**src/rtl/uart_tx_arbiter.sv**
```systemverilog
// uart_tx_arbiter: shares one UART TX FIFO push port between NUM_REQ byte
// streams. Round-robin arbitration with message locking: a grant is held
// until the owner's end-of-message byte or until MAX_BURST bytes have been
// written, so bytes from different sources never interleave within a burst.
//
// Optional feature: define UART_ARB_IDLE_TIMEOUT_EN to release a grant whose
// owner holds valid low for IDLE_TIMEOUT consecutive cycles. Without it, an
// idle owner keeps the grant until it sends a last byte or hits MAX_BURST.

module uart_tx_arbiter #(
  parameter int NUM_REQ      = 4,   // 2..8
  parameter int MAX_BURST    = 16,  // 1..255
  parameter int IDLE_TIMEOUT = 32   // 1..255, timeout build only
) (
  input  logic                 clk,
  input  logic                 rst,
  input  logic [NUM_REQ-1:0]   req_valid_i,
  input  logic [NUM_REQ*8-1:0] req_data_i,
  input  logic [NUM_REQ-1:0]   req_last_i,
  output logic [NUM_REQ-1:0]   req_ready_o,
  input  logic                 fifo_full_i,
  output logic                 fifo_wr_en_o,
  output logic [7:0]           fifo_wr_data_o,
  output logic [NUM_REQ-1:0]   grant_o,
  output logic                 busy_o
);

  localparam int IW = $clog2(NUM_REQ);

  // Burst counter value seen on the transfer that completes the burst.
  localparam logic [7:0] BURST_LAST = 8'(MAX_BURST - 1);

  typedef enum logic {
    IDLE,
    XFER
  } state_t;

  state_t          state;
  logic [IW-1:0]   last;    // index of the most recently released owner
  logic [IW-1:0]   owner;   // binary index of the current grant
  logic [7:0]      count;   // bytes written under the current grant

  logic [IW-1:0]   pick;
  logic            pick_valid;

  logic            own_valid;
  logic            own_last;
  logic [7:0]      own_data;
  logic            fire;
  logic            release_msg;
  logic            release_idle;
  logic            release_now;

  // Lane of the current owner, selected by its binary index.
  assign own_valid = req_valid_i[owner];
  assign own_last  = req_last_i[owner];
  assign own_data  = req_data_i[{owner, 3'b000} +: 8];

  // A byte moves only while granted, the owner offers one and the FIFO has room.
  assign fire = busy_o & own_valid & ~fifo_full_i;

  // Release after the last byte of a message or the byte that fills the burst.
  assign release_msg = fire & (own_last | (count == BURST_LAST));

`ifdef UART_ARB_IDLE_TIMEOUT_EN
  localparam logic [7:0] IDLE_LAST = 8'(IDLE_TIMEOUT - 1);

  logic [7:0] idle_cnt;     // consecutive XFER cycles with owner valid low

  // The cycle that would bring the idle count to IDLE_TIMEOUT releases the
  // grant; valid is low there, so no byte is written in that cycle.
  assign release_idle = busy_o & ~own_valid & (idle_cnt == IDLE_LAST);
`else
  // Parameter kept for a uniform interface; it has no effect in this build.
  logic [7:0] unused_idle_timeout;
  assign unused_idle_timeout = 8'(IDLE_TIMEOUT);
  assign release_idle        = 1'b0;
`endif

  assign release_now = release_msg | release_idle;

  // Round-robin search: first valid requester at last+1, last+2, ... (mod NUM_REQ).
  always_comb begin
    // NOTE: every variable driven here gets a default first, so no path can
    // leave one unassigned and infer a latch.
    logic [IW-1:0] cand;
    pick       = last;
    pick_valid = 1'b0;
    cand       = last;
    for (int i = 1; i <= NUM_REQ; i++) begin
      cand = IW'((int'(last) + i) % NUM_REQ);
      if (!pick_valid && req_valid_i[cand]) begin
        pick       = cand;
        pick_valid = 1'b1;
      end
    end
  end

  // Zero-latency pass-through from the owner's lane to the FIFO push port.
  always_comb begin
    req_ready_o    = '0;
    fifo_wr_en_o   = 1'b0;
    fifo_wr_data_o = 8'h00;
    if (busy_o) begin
      req_ready_o[owner] = ~fifo_full_i;
      fifo_wr_en_o       = fire;
      if (fire) fifo_wr_data_o = own_data;
    end
  end

  // Arbitration FSM: grant selection, burst counting and release; the grant
  // and busy outputs are registered here. Asynchronous reset clears busy_o at
  // once, which also silences every pass-through output in the reset cycle.
  always_ff @(posedge clk or posedge rst) begin
    // NOTE: state registers use non-blocking assignments so every register
    // samples pre-edge values regardless of statement order.
    if (rst) begin
      state   <= IDLE;
      grant_o <= '0;
      busy_o  <= 1'b0;
      last    <= IW'(NUM_REQ - 1);
      owner   <= '0;
      count   <= 8'h00;
`ifdef UART_ARB_IDLE_TIMEOUT_EN
      idle_cnt <= 8'h00;
`endif
    end else begin
      case (state)
        IDLE: begin
          if (pick_valid) begin
            state   <= XFER;
            busy_o  <= 1'b1;
            grant_o <= NUM_REQ'(1) << pick;
            owner   <= pick;
            count   <= 8'h00;
`ifdef UART_ARB_IDLE_TIMEOUT_EN
            idle_cnt <= 8'h00;
`endif
          end
        end
        XFER: begin
          if (fire) count <= count + 8'h01;
`ifdef UART_ARB_IDLE_TIMEOUT_EN
          if (own_valid) idle_cnt <= 8'h00;
          else           idle_cnt <= idle_cnt + 8'h01;
`endif
          if (release_now) begin
            state   <= IDLE;
            busy_o  <= 1'b0;
            grant_o <= '0;
            last    <= owner;
          end
        end
        default: begin
          state   <= IDLE;
          busy_o  <= 1'b0;
          grant_o <= '0;
        end
      endcase
    end
  end

endmodule
```
**config.mk**
```make
export PLATFORM = sky130hd
export DESIGN_NAME = uart_tx_arbiter
export DESIGN_NICKNAME = d
export VERILOG_FILES = /design/src/rtl/uart_tx_arbiter.sv
export SDC_FILE = /design/constraint.sdc
export NUM_CORES = 1
export LEC_CHECK = 0
export CAP_MARGIN = 10
export CORE_MARGIN = 2
export CORE_UTILIZATION = 45
export DETAILED_ROUTE_END_ITERATION = 7
export PLACE_DENSITY = 0.92
export RECOVER_POWER = 25
export SLEW_MARGIN = 20
export SYNTH_ARGS = -nofsm -noshare
export SYNTH_HDL_FRONTEND = slang
export SYNTH_SLANG_ARGS = --single-unit
```
**constraint.sdc**
```tcl
create_clock -name clk -period 4.3 [get_ports clk]
set_input_delay 0.645 -clock clk [delete_from_list [all_inputs] [get_ports clk]]
set_output_delay 0.645 -clock clk [all_outputs]
set_load 0.02 [all_outputs]
```
==> Yosys cells after proc, flatten, opt, wreduce, memory -nomap -nowiden <==
Index checks and enable logic that the tools add are counted.
{ "totals": {"regBits": 18, "elab_cells": 79} }
{ "classes": {"addsub": 5, "n_lt_le_gt_ge": 6, "eq_ne": 4, "shifts": 2, "mux": 38, "bitwise_logic": 7, "n_reduce_logical": 11} }
{ "op_table": {"columns": ["cell", "count"], "rows": [
  ["8-bit 2-to-1 mux", 4],
  ["32-bit by 6-bit variable part select with 8-bit output", 1],
  ["1-bit 2-to-1 mux", 16],
  ["8-bit one-hot mux with 2 select lines", 1],
  ["2-bit by 3-bit < comparator with 1-bit output, second input constant", 5],
  ["1-bit binary-select mux with 2-bit select", 6],
  ["4-bit 2-to-1 mux", 3],
  ["8-bit by 1-bit adder with 8-bit output, second input constant", 1],
  ["8-bit by 4-bit == test with 1-bit output, second input constant", 1],
  ["2-bit 2-to-1 mux", 4],
  ["4-bit one-hot mux with 2 select lines", 1],
  ["2-bit AND reduction", 4],
  ["2-bit by 1-bit adder with 2-bit output, second input constant", 2],
  ["2-bit adder, second input constant", 2],
  ["4-bit bitwise AND", 1],
  ["1-bit logical AND", 4],
  ["2-bit by 1-bit != test with 1-bit output, second input constant", 2],
  ["1-bit one-hot mux with 2 select lines", 2],
  ["1-bit by 2-bit << shifter with 4-bit output, first input constant", 1],
  ["1-bit bitwise AND", 3],
  ["1-bit logical NOT", 3],
  ["1-bit demux with 2-bit select", 1],
  ["2-bit by 1-bit >= comparator with 1-bit output, second input constant", 1],
  ["2-bit != test, second input constant", 1],
  ["other kinds (2)", 3]
]} }

==> Depth between registers and ports, before layout <==
Gate-level depths: netlist of the first run.
{ "logic_depth": {"word_depth": 16, "mapped_depth": 6, "depth_no_buf": 5} }

==> Worst setup path before layout of the first run <==
No wires, ideal clock.
{ "synth_path": {"path_type": "input-to-output", "startpoint": "in fifo_full_i", "endpoint": "out req_ready_o[0]", "arrival_time_ps": 1757, "path_slack_ps": 1898, "path_stages": 3, "cell_sequence": "nor2b_1 -> clkbuf_1 -> nor3b_1"} }
{ "synth_between": {"elab_chain_len": 3} }
{ "synth_rtl": {"columns": ["item", "line", "text"], "rows": [
  ["start: declaration", "21", "input logic fifo_full_i,"],
  ["1-bit inverter", "105", "req_ready_o[owner] = ~fifo_full_i;"],
  ["4-bit bitwise AND (no line)", null, null],
  ["4-bit 2-to-1 mux", "104", "if (busy_o) begin"],
  ["end: declaration", "20", "output logic [NUM_REQ-1:0] req_ready_o,"]
]} }
Every way passes these cells.

==> Worst setup path in the final report of the first run <==
{ "layout_path": {"startpoint": "in req_valid_i[3]", "endpoint": "out fifo_wr_data_o[0]"} }
{ "layout_between": {"elab_chain_len": 6} }
{ "layout_rtl": {"columns": ["item", "line", "text"], "rows": [
  ["start: declaration", "17", "input logic [NUM_REQ-1:0] req_valid_i,"],
  ["1-bit binary-select mux with 2-bit select", "55", "assign own_valid = req_valid_i[owner];"],
  ["1-bit 2-to-1 mux (not written as such)", "55", null],
  ["1-bit bitwise AND (2 in series)", "60", "assign fire = busy_o & own_valid & ~fifo_full_i;"],
  ["8-bit 2-to-1 mux", "107", "if (fire) fifo_wr_data_o = own_data;"],
  ["8-bit 2-to-1 mux", "104", null],
  ["end: declaration", "23", "output logic [7:0] fifo_wr_data_o,"]
]} }
Every way passes these cells. The select of a mux whose other input is x is not followed.

==> results of run 1 <==
==> final cells by class <==
| type | count | area, sq um |
|---|---|---|
| Clock buffer | 4 | 36.3 |
| Fill cell | 230 | 840 |
| Inverter | 4 | 15.0 |
| Multi-Input combinational cell | 97 | 791 |
| Sequential cell | 18 | 453 |
| Tap cell | 31 | 38.8 |
| Timing Repair Buffer | 61 | 608 |
==> layer usage <==
layer  up-vias  track usage, %
met4         0            9.97
met5         -               0
met2        34            43.5
li1        599               -
met3         9            2.86
met1       612            26.1
==> cell usage in the layout (no fill, tap or decap), drive strengths merged <==
cell type,synthesis,layout
clkdlybuf4s50,0,59
nand2,17,17
dfrtp,16,16
and3,10,10
mux4,10,10
nor2,7,7
nand3,6,6
a21oi,6,6
a31o,4,4
or3,4,4
o21ai,4,4
inv,4,4
o32ai,4,4
clkbuf,2,4
or4,2,2
nand2b,2,2
o211ai,2,2
nor3b,2,2
mux2i,2,2
mux2,2,2
o31ai,2,2
dfstp,2,2
nor2b,1,1
or2,1,1
nor3,1,1
nor4,1,1
and3b,1,1
a211o,1,1
o31a,1,1
nand4,1,1
xnor2,1,1
and2,1,1
ha,1,1
dlygate4sd3,0,1
buf,8,1
==> kinds of logic after synthesis <==
group                      synth area share [%]
DFF                                        34.0
and+or+nand+nor                            23.7
xor gates and xnor gates                  0.658
adders and majority gates                 0.940
AOI/OAI and AO/OA                          12.9
muxes                                      21.2
buffers and inverters                      6.58
==> stage by stage <==
stage	power (mW)	instance area (sq um)
floorplan	0.697	1330
global placement	0.838	1910
detailed placement	0.865	1910
CTS	0.970	1940
global route	1.03	1940
finish	0.962	1940
==> worst max-delay path, delay by kind of cell <==
kind / cells / cell delay, ns
buffers and inverters: 2 / 1.04
multiplexers: 1 / 0.64
AND/OR/NAND/NOR: 1 / 0.20
==> power groups by stage <==
| stage | Clock (mW) | Combinational, mW | Sequential, mW |
|---|---|---|---|
| 2_1_floorplan | 0 | 0.408 | 0.289 |
| 3_3_place_gp | 0 | 0.509 | 0.329 |
| 3_5_place_dp | 0 | 0.530 | 0.335 |
| 4_1_cts | 0.107 | 0.531 | 0.332 |
| 5_1_grt | 0.117 | 0.566 | 0.345 |
| 6_report | 0.106 | 0.526 | 0.330 |
==> path summary, 6_finish.rpt <==
kind | from | slack, ns | end | cells after the start
setup / recovery | req_valid_i[3] | 1.12 | fifo_wr_data_o[0] | 4
min in group asynchronous | rst | 0.87 | owner[0] | 2
hold reg to reg | count[0] | 0.52 | count[0] | 1
hold / removal | count[0] | 0.52 | count[0] | 1
max in group asynchronous | rst | 3.00 | count[6] | 2
setup reg to reg | owner[0] | 2.06 | last[0] | 4
==> synth_stat cells, types with 4 or more instances <==
cell | instances | area (sq um)
or3_1 | 4 | 25.0
buf_6 | 4 | 45.0
inv_1 | 4 | 15.0
a31o_2 | 4 | 35.0
and3_1 | 10 | 62.6
nor2_1 | 6 | 22.5
o32ai_1 | 4 | 35.0
nand2_1 | 17 | 63.8
nand3_1 | 5 | 25.0
a21oi_1 | 5 | 25.0
mux4_2 | 8 | 180
dfrtp_1 | 16 | 400
buf_2 | 4 | 20.0
o21ai_0 | 4 | 20.0
==> flip-flops by register name (all words and copies together), names as in the netlist <==
| signal | flops |
|---|---|
| busy_o | 1 |
| count | 8 |
| grant_o | 4 |
| last | 2 |
| owner | 2 |
| state | 1 |
==> metrics.md, run 1 <==
| Metric | Value |
|---|---|
| Status | `complete, no violations` |
| Final setup margin | `1.12 ns` |
| Wl on met1 | `1.46 mm` |
| NetSw | `0.389 mW` |
| GRT Total Usage | `23.2%` |
| Slowest-stage cell, CP | `mux4_2` |
| Inserted Diodes | `0` |
| Fin cells | `215` |
| Initial Util | `roughly 48%` |
| Worst slew pin tran | `0.753 ns` |
| Critical path class | `in -> out` |
| Clock skew | `between 0.001 and 0.0015 ns` |
| Post-Syn Instances | `129` |
| Die Ht | `58.4 um` |
| Routed wl met2 | `2.14 mm` |
| Final period util | `73.9%` |
| Largest net degree at the start of global routing | `22` |
| Initial antenna violation count | `0` |
| Core area | `2780 sq um` |
| Comb pwr share | `54.7%` |
| Grt ovf | `0` |
| Hold Fails Final Rpt | `0` |
| Hold slack | `between 0.5 and 0.6 ns` |
| Clock Latency Late Sink | `0.30 ns` |
| Fin util | `roughly 70%` |
| CTS tree | `done` |
| H-tree depth | `1` |
| GPL Wtd Cong | `around 0.78` |
| Vias in the first global route | `about 1.3k` |
| Ys async rst share | `100%` |
| CTS Hold Bufs | `0` |
| Seq/Total Area, Yosys | `about 34%` |
| Cell Rows | `19` |
| DR WL met3 | `114 um` |
| CP arrival | `2.53 ns` |
| Max stage delay on crit path | `0.64 ns` |
| Peak Freq | `315 MHz` |
| Slew Limit Fails | `0` |
| First-pass GRT wire length | `5.99 mm` |
| Yosys reg bits | `18` |
| Worst setup EP type | `primary output` |
| Final net count | `229` |
| P_int | `between 0.5 and 0.6 mW` |
| Clock transition at the registers of the reported paths | `0.10 ns` |
| Detailed Place HPWL | `3.07 mm` |
| DRC viols | `0` |
| Static Leak | `0.782 nW` |
| Syn avg cell area | `10.3 sq um` |
| Max Cap Viol | `0` |
| Critical Path, Cell by Cell | `clkdlybuf4s50_1 > mux4_2 > and3_1 > clkdlybuf4s50_1` |
| Post-synth design cell area | `1330 sq um` |
| Post-synth EDFFs | `0` |
| Die X-Extent | `between 50 and 60 um` |
| Routed wire length per instance | `~18 um` |
| RSZ-0062 raised after global routing | `false` |
| Routed Antenna Nets | `0` |
| Resized cells post-CTS | `0` |
| Clock power share | `a little over a tenth` |
| Slew margin rel. | `between 40% and 50%` |
| Post-synthesis cell type count | `38` |
| Share of post-route cells with drive strength above 1 | `13.6%` |
| IO Port Bufs | `60` |
| CTS root buf | `clkbuf_4` |
| CP Launch Type | `primary input` |
| Via count | `1,254` |
| Req. time, crit path | `between 3 and 4 ns` |
| Pre-CTS WS | `1.13 ns` |
| DP Cell Count | `211` |
| First-iteration detailed-routing DRC count | `33` |
| Top sig layer | `met4` |
| Worst vdd ir | `0.372 mV` |
| Vias per inst | `between 5 and 6` |
| Most used cell, CP | `clkdlybuf4s50_1` |
| Syn_nets | `approximately 170` |
| Die area | `3410 sq um` |
| Routed WL | `3.81 mm` |
| Crit path time final | `3.18 ns` |
| Main synth FF type | `dfrtp_1` |
| Final setup TNS | `0 ns` |
| Synth warnings | `0` |
| Post-CTS Setup Inserts | `0` |
| Sw Ratio | `40.5%` |
| Crit path max fanout | `11` |
| Hold crit path type | `reg -> reg` |
| Max Buffers Root-to-Sink | `2` |
| I/O pin count | `around 60` |
| Area growth from synthesis to layout | `45.9%` |
| TritonCTS buffer count | `3` |
| Final setup fails | `0` |
| Part of the power in registers | `34.3%` |
| Pwr dens | `495 nW/um^2` |
| Clk sinks | `18` |
| TritonRoute pass-1 iters | `4` |
No activity file was read; power rests on OpenSTA's default activity.
==> run 2: changes to the inputs <==
--- a/config.mk
+++ b/config.mk
@@ -7,9 +7,9 @@
 export LEC_CHECK = 0
 export CAP_MARGIN = 10
 export CORE_MARGIN = 2
-export CORE_UTILIZATION = 45
+export CORE_UTILIZATION = 41
 export DETAILED_ROUTE_END_ITERATION = 7
-export PLACE_DENSITY = 0.92
+export PLACE_DENSITY = 0.85
 export RECOVER_POWER = 25
 export SLEW_MARGIN = 20
 export SYNTH_ARGS = -nofsm -noshare
==> constraint.sdc (replaced) <==
create_clock -name clk -period 3.15 [get_ports clk]
set_input_delay 0.4725 -clock clk [delete_from_list [all_inputs] [get_ports clk]]
set_output_delay 0.4725 -clock clk [all_outputs]
set_load 0.02 [all_outputs]
==> run 2 against run 1 <==
Register-to-register slack got worse by 1.2 ns. First-iteration DRC count increased by 67%. Critical endpoint is now fifo_wr_data_o[7]. Largest cell class unchanged. Via count increased by 1.4%. Die area up 9.1%. Core utilization down 6.0 points. Critical path type is now reg -> out. Wire length is 5.4% lower. Global-route usage fell by 4.5 points. Cell count rose by 6.5%. Combinational power grew 43%.
==> metrics.md, run 2 (synthesis results as in run 1) <==
| Metric | Value |
|---|---|
| Share of post-route cells with drive strength above 1 | `14.1% (was 13.6%)` |
| Via count | `1,271 (was 1,254)` |
| Vias per inst | `5.55 (was 5.83)` |
| Slew Limit Fails | `0 (unchanged)` |
| Largest net degree at the start of global routing | `22 (unchanged)` |
| Top Registers | `count: 8 flops, grant_o: 4 flops (unchanged)` |
| Fin cells | `229 (was 215)` |
| Delay-heaviest family, CP | `flip-flops (was buffers and inverters)` |
| Clock Latency Late Sink | `0.29 ns (was 0.30 ns)` |
| Peak Freq | `335 MHz` |
| Final setup fails | `0 (unchanged)` |
| Worst setup EP type | `primary output (unchanged)` |
| Vias in the first global route | `1,174 (was 1,279)` |
| Static Leak | `0.787 nW (was 0.782 nW)` |
| Area growth from synthesis to layout | `47.7% (was 45.9%)` |
| H-tree depth | `1 (unchanged)` |
| GRT Total Usage | `18.7% (was 23.2%)` |
| CP arrival | `2.51 ns (was 2.53 ns)` |
| Initial antenna violation count | `0 (unchanged)` |
| Critical path class | `reg -> out (was in -> out)` |
| Part of the power in registers | `32.1% (was 34.3%)` |
| Routed wire length per instance | `15.8 um (was 17.7 um)` |
| DP Cell Count | `225 (was 211)` |
| CTS Hold Bufs | `0 (unchanged)` |
| Clk sinks | `18 (unchanged)` |
| Final net count | `230 (was 229)` |
| Routed WL | `3.61 mm (was 3.81 mm)` |
| Die area | `3720 sq um (was 3410 sq um)` |
| Initial Util | `43.3% (was 47.9%)` |
| Crit path time final | `2.99 ns` |
| CTS tree | `done (unchanged)` |
| Req. time, crit path | `2.68 ns (was 3.65 ns)` |
| Max stage delay on crit path | `0.85 ns (was 0.64 ns)` |
| Hold slack | `0.530 ns (was 0.518 ns)` |
| Hold crit path type | `reg -> reg (unchanged)` |
| Critical Path, Cell by Cell | `mux4_1 > and3_1 > clkdlybuf4s50_1 (was clkdlybuf4s50_1 > mux4_2 > and3_1 > clkdlybuf4s50_1)` |
| Sw Ratio | `40.5% (about the same)` |
| Inserted Diodes | `0 (unchanged)` |
| Status | `complete, no violations (unchanged)` |
| First-pass GRT wire length | `5.20 mm (was 5.99 mm)` |
| IO Port Bufs | `60 (unchanged)` |
| Clock skew | `0.00265 ns (was 0.00112 ns)` |
| Slew margin rel. | `49.6% (was 49.8%)` |
| Most frequent cells in the layout | `59 x clkdlybuf4s50_1, 17 x nand2_1, 16 x dfrtp_1 (unchanged)` |
| Detailed Place HPWL | `2.85 mm (was 3.07 mm)` |
| Die X-Extent | `61.0 um (was 58.4 um)` |
| DRC viols | `0 (unchanged)` |
| Max Cap Viol | `0 (unchanged)` |
| Clock power share | `10.9% (was 11.0%)` |
| P_int | `0.787 mW (was 0.572 mW)` |
| Commonest non-fill, non-tap cell in the layout | `clkdlybuf4s50_1 (unchanged)` |
| Final setup TNS | `0 ns (unchanged)` |
| Die Ht | `61.0 um (was 58.4 um)` |
| Core area | `3080 sq um (was 2780 sq um)` |
| RSZ-0062 raised after global routing | `false (unchanged)` |
| First-iteration detailed-routing DRC count | `55 (was 33)` |
| Final period util | `a little over nine tenths` |
| Slowest-stage cell, CP | `dfrtp_1 (was mux4_2)` |
| Grt ovf | `0 (unchanged)` |
| NetSw | `0.535 mW (was 0.389 mW)` |
| I/O pin count | `61 (unchanged)` |
| Pwr dens | `673 nW/um^2 (was 495 nW/um^2)` |
| Top reg by flops | `count (unchanged)` |
| Hold Fails Final Rpt | `0 (unchanged)` |
| Cell Rows | `20 (was 19)` |
| Crit path max fanout | `16 (was 11)` |
| CP Launch Type | `flip-flop (was primary input)` |
| Max reg flops | `8 (unchanged)` |
| TritonCTS buffer count | `3 (unchanged)` |
| Fin util | `63.9% (was 69.8%)` |
| CTS root buf | `clkbuf_4 (unchanged)` |
| Worst vdd ir | `0.537 mV (was 0.372 mV)` |
| TritonRoute pass-1 iters | `4 (unchanged)` |
| Worst slew pin tran | `0.756 ns (was 0.753 ns)` |
| Comb pwr share | `57.0% (was 54.7%)` |
| Routed Antenna Nets | `0 (unchanged)` |
| Resized cells post-CTS | `0 (unchanged)` |
| Clock transition at the registers of the reported paths | `0.10 ns (about the same)` |
| Post-CTS Setup Inserts | `0 (unchanged)` |
| Slack of the worst reg-to-reg path | `0.91 ns (was 2.06 ns)` |
| Max Buffers Root-to-Sink | `2 (unchanged)` |
| GPL Wtd Cong | `0.767 (was 0.775)` |
| Buf/Inv on CP | `1 (was 2)` |
[run 2: changes by cell type in the layout (fill, tap and decap cells not counted)]
cell	before	now
buf_4	1	2
[run 2: final timing paths]
check                          from           endpoint  depth (start not counted)
min in group asynchronous       rst         grant_o[2]                          2
hold reg to reg            count[0]           count[0]                          1
setup reg to reg           owner[0]            last[1]                          4
setup / recovery           owner[0]  fifo_wr_data_o[7]                          3
hold / removal             count[0]           count[0]                          1
max in group asynchronous       rst           owner[0]                          2
[run 2: worst register-to-register path, stage by stage, from the launching register on]
cell and delay (ns):
dfrtp_1 0.85, mux4_2 0.50, nand3_4 0.23, nor2_4 0.29, mux2_4 0.33
[run 2: layer usage]
layer / vias up / global-route usage (%) / wire length (um)
met5: - / 0 / 0
met4: 0 / 2.80 / 6
met3: 3 / 3.62 / 142
met2: 35 / 33.8 / 1980
met1: 633 / 23.5 / 1480
li1: 600 / - / -
[run 2: power by group through the flow]
stage                     registers [mW]  clock network (mW)  logic [mW]
after floorplan                    0.395                   0       0.557
after global placement             0.423                   0       0.728
after detailed placement           0.431                   0       0.756
after CTS                          0.427               0.147       0.760
after global routing               0.444               0.159       0.804
final                              0.425               0.144       0.754
[run 2: through the flow]
stage               power [mW]  instance area [sq um]  setup WS (ns)
floorplan                0.951                   1330           1.06
global placement          1.15                   1930          0.374
finish                    1.32                   1970          0.163
global route              1.41                   1970        0.00348
CTS                       1.33                   1970          0.120
detailed placement        1.19                   1930          0.295
[run 2: layout make-up]
class                           instances  area [sq um]
Sequential cell                        18           453
Inverter                                4          15.0
Multi-Input combinational cell         97           791
Tap cell                               44          55.1
Fill cell                             256          1110
Clock buffer                            4          36.3
Timing Repair Buffer                   62           616
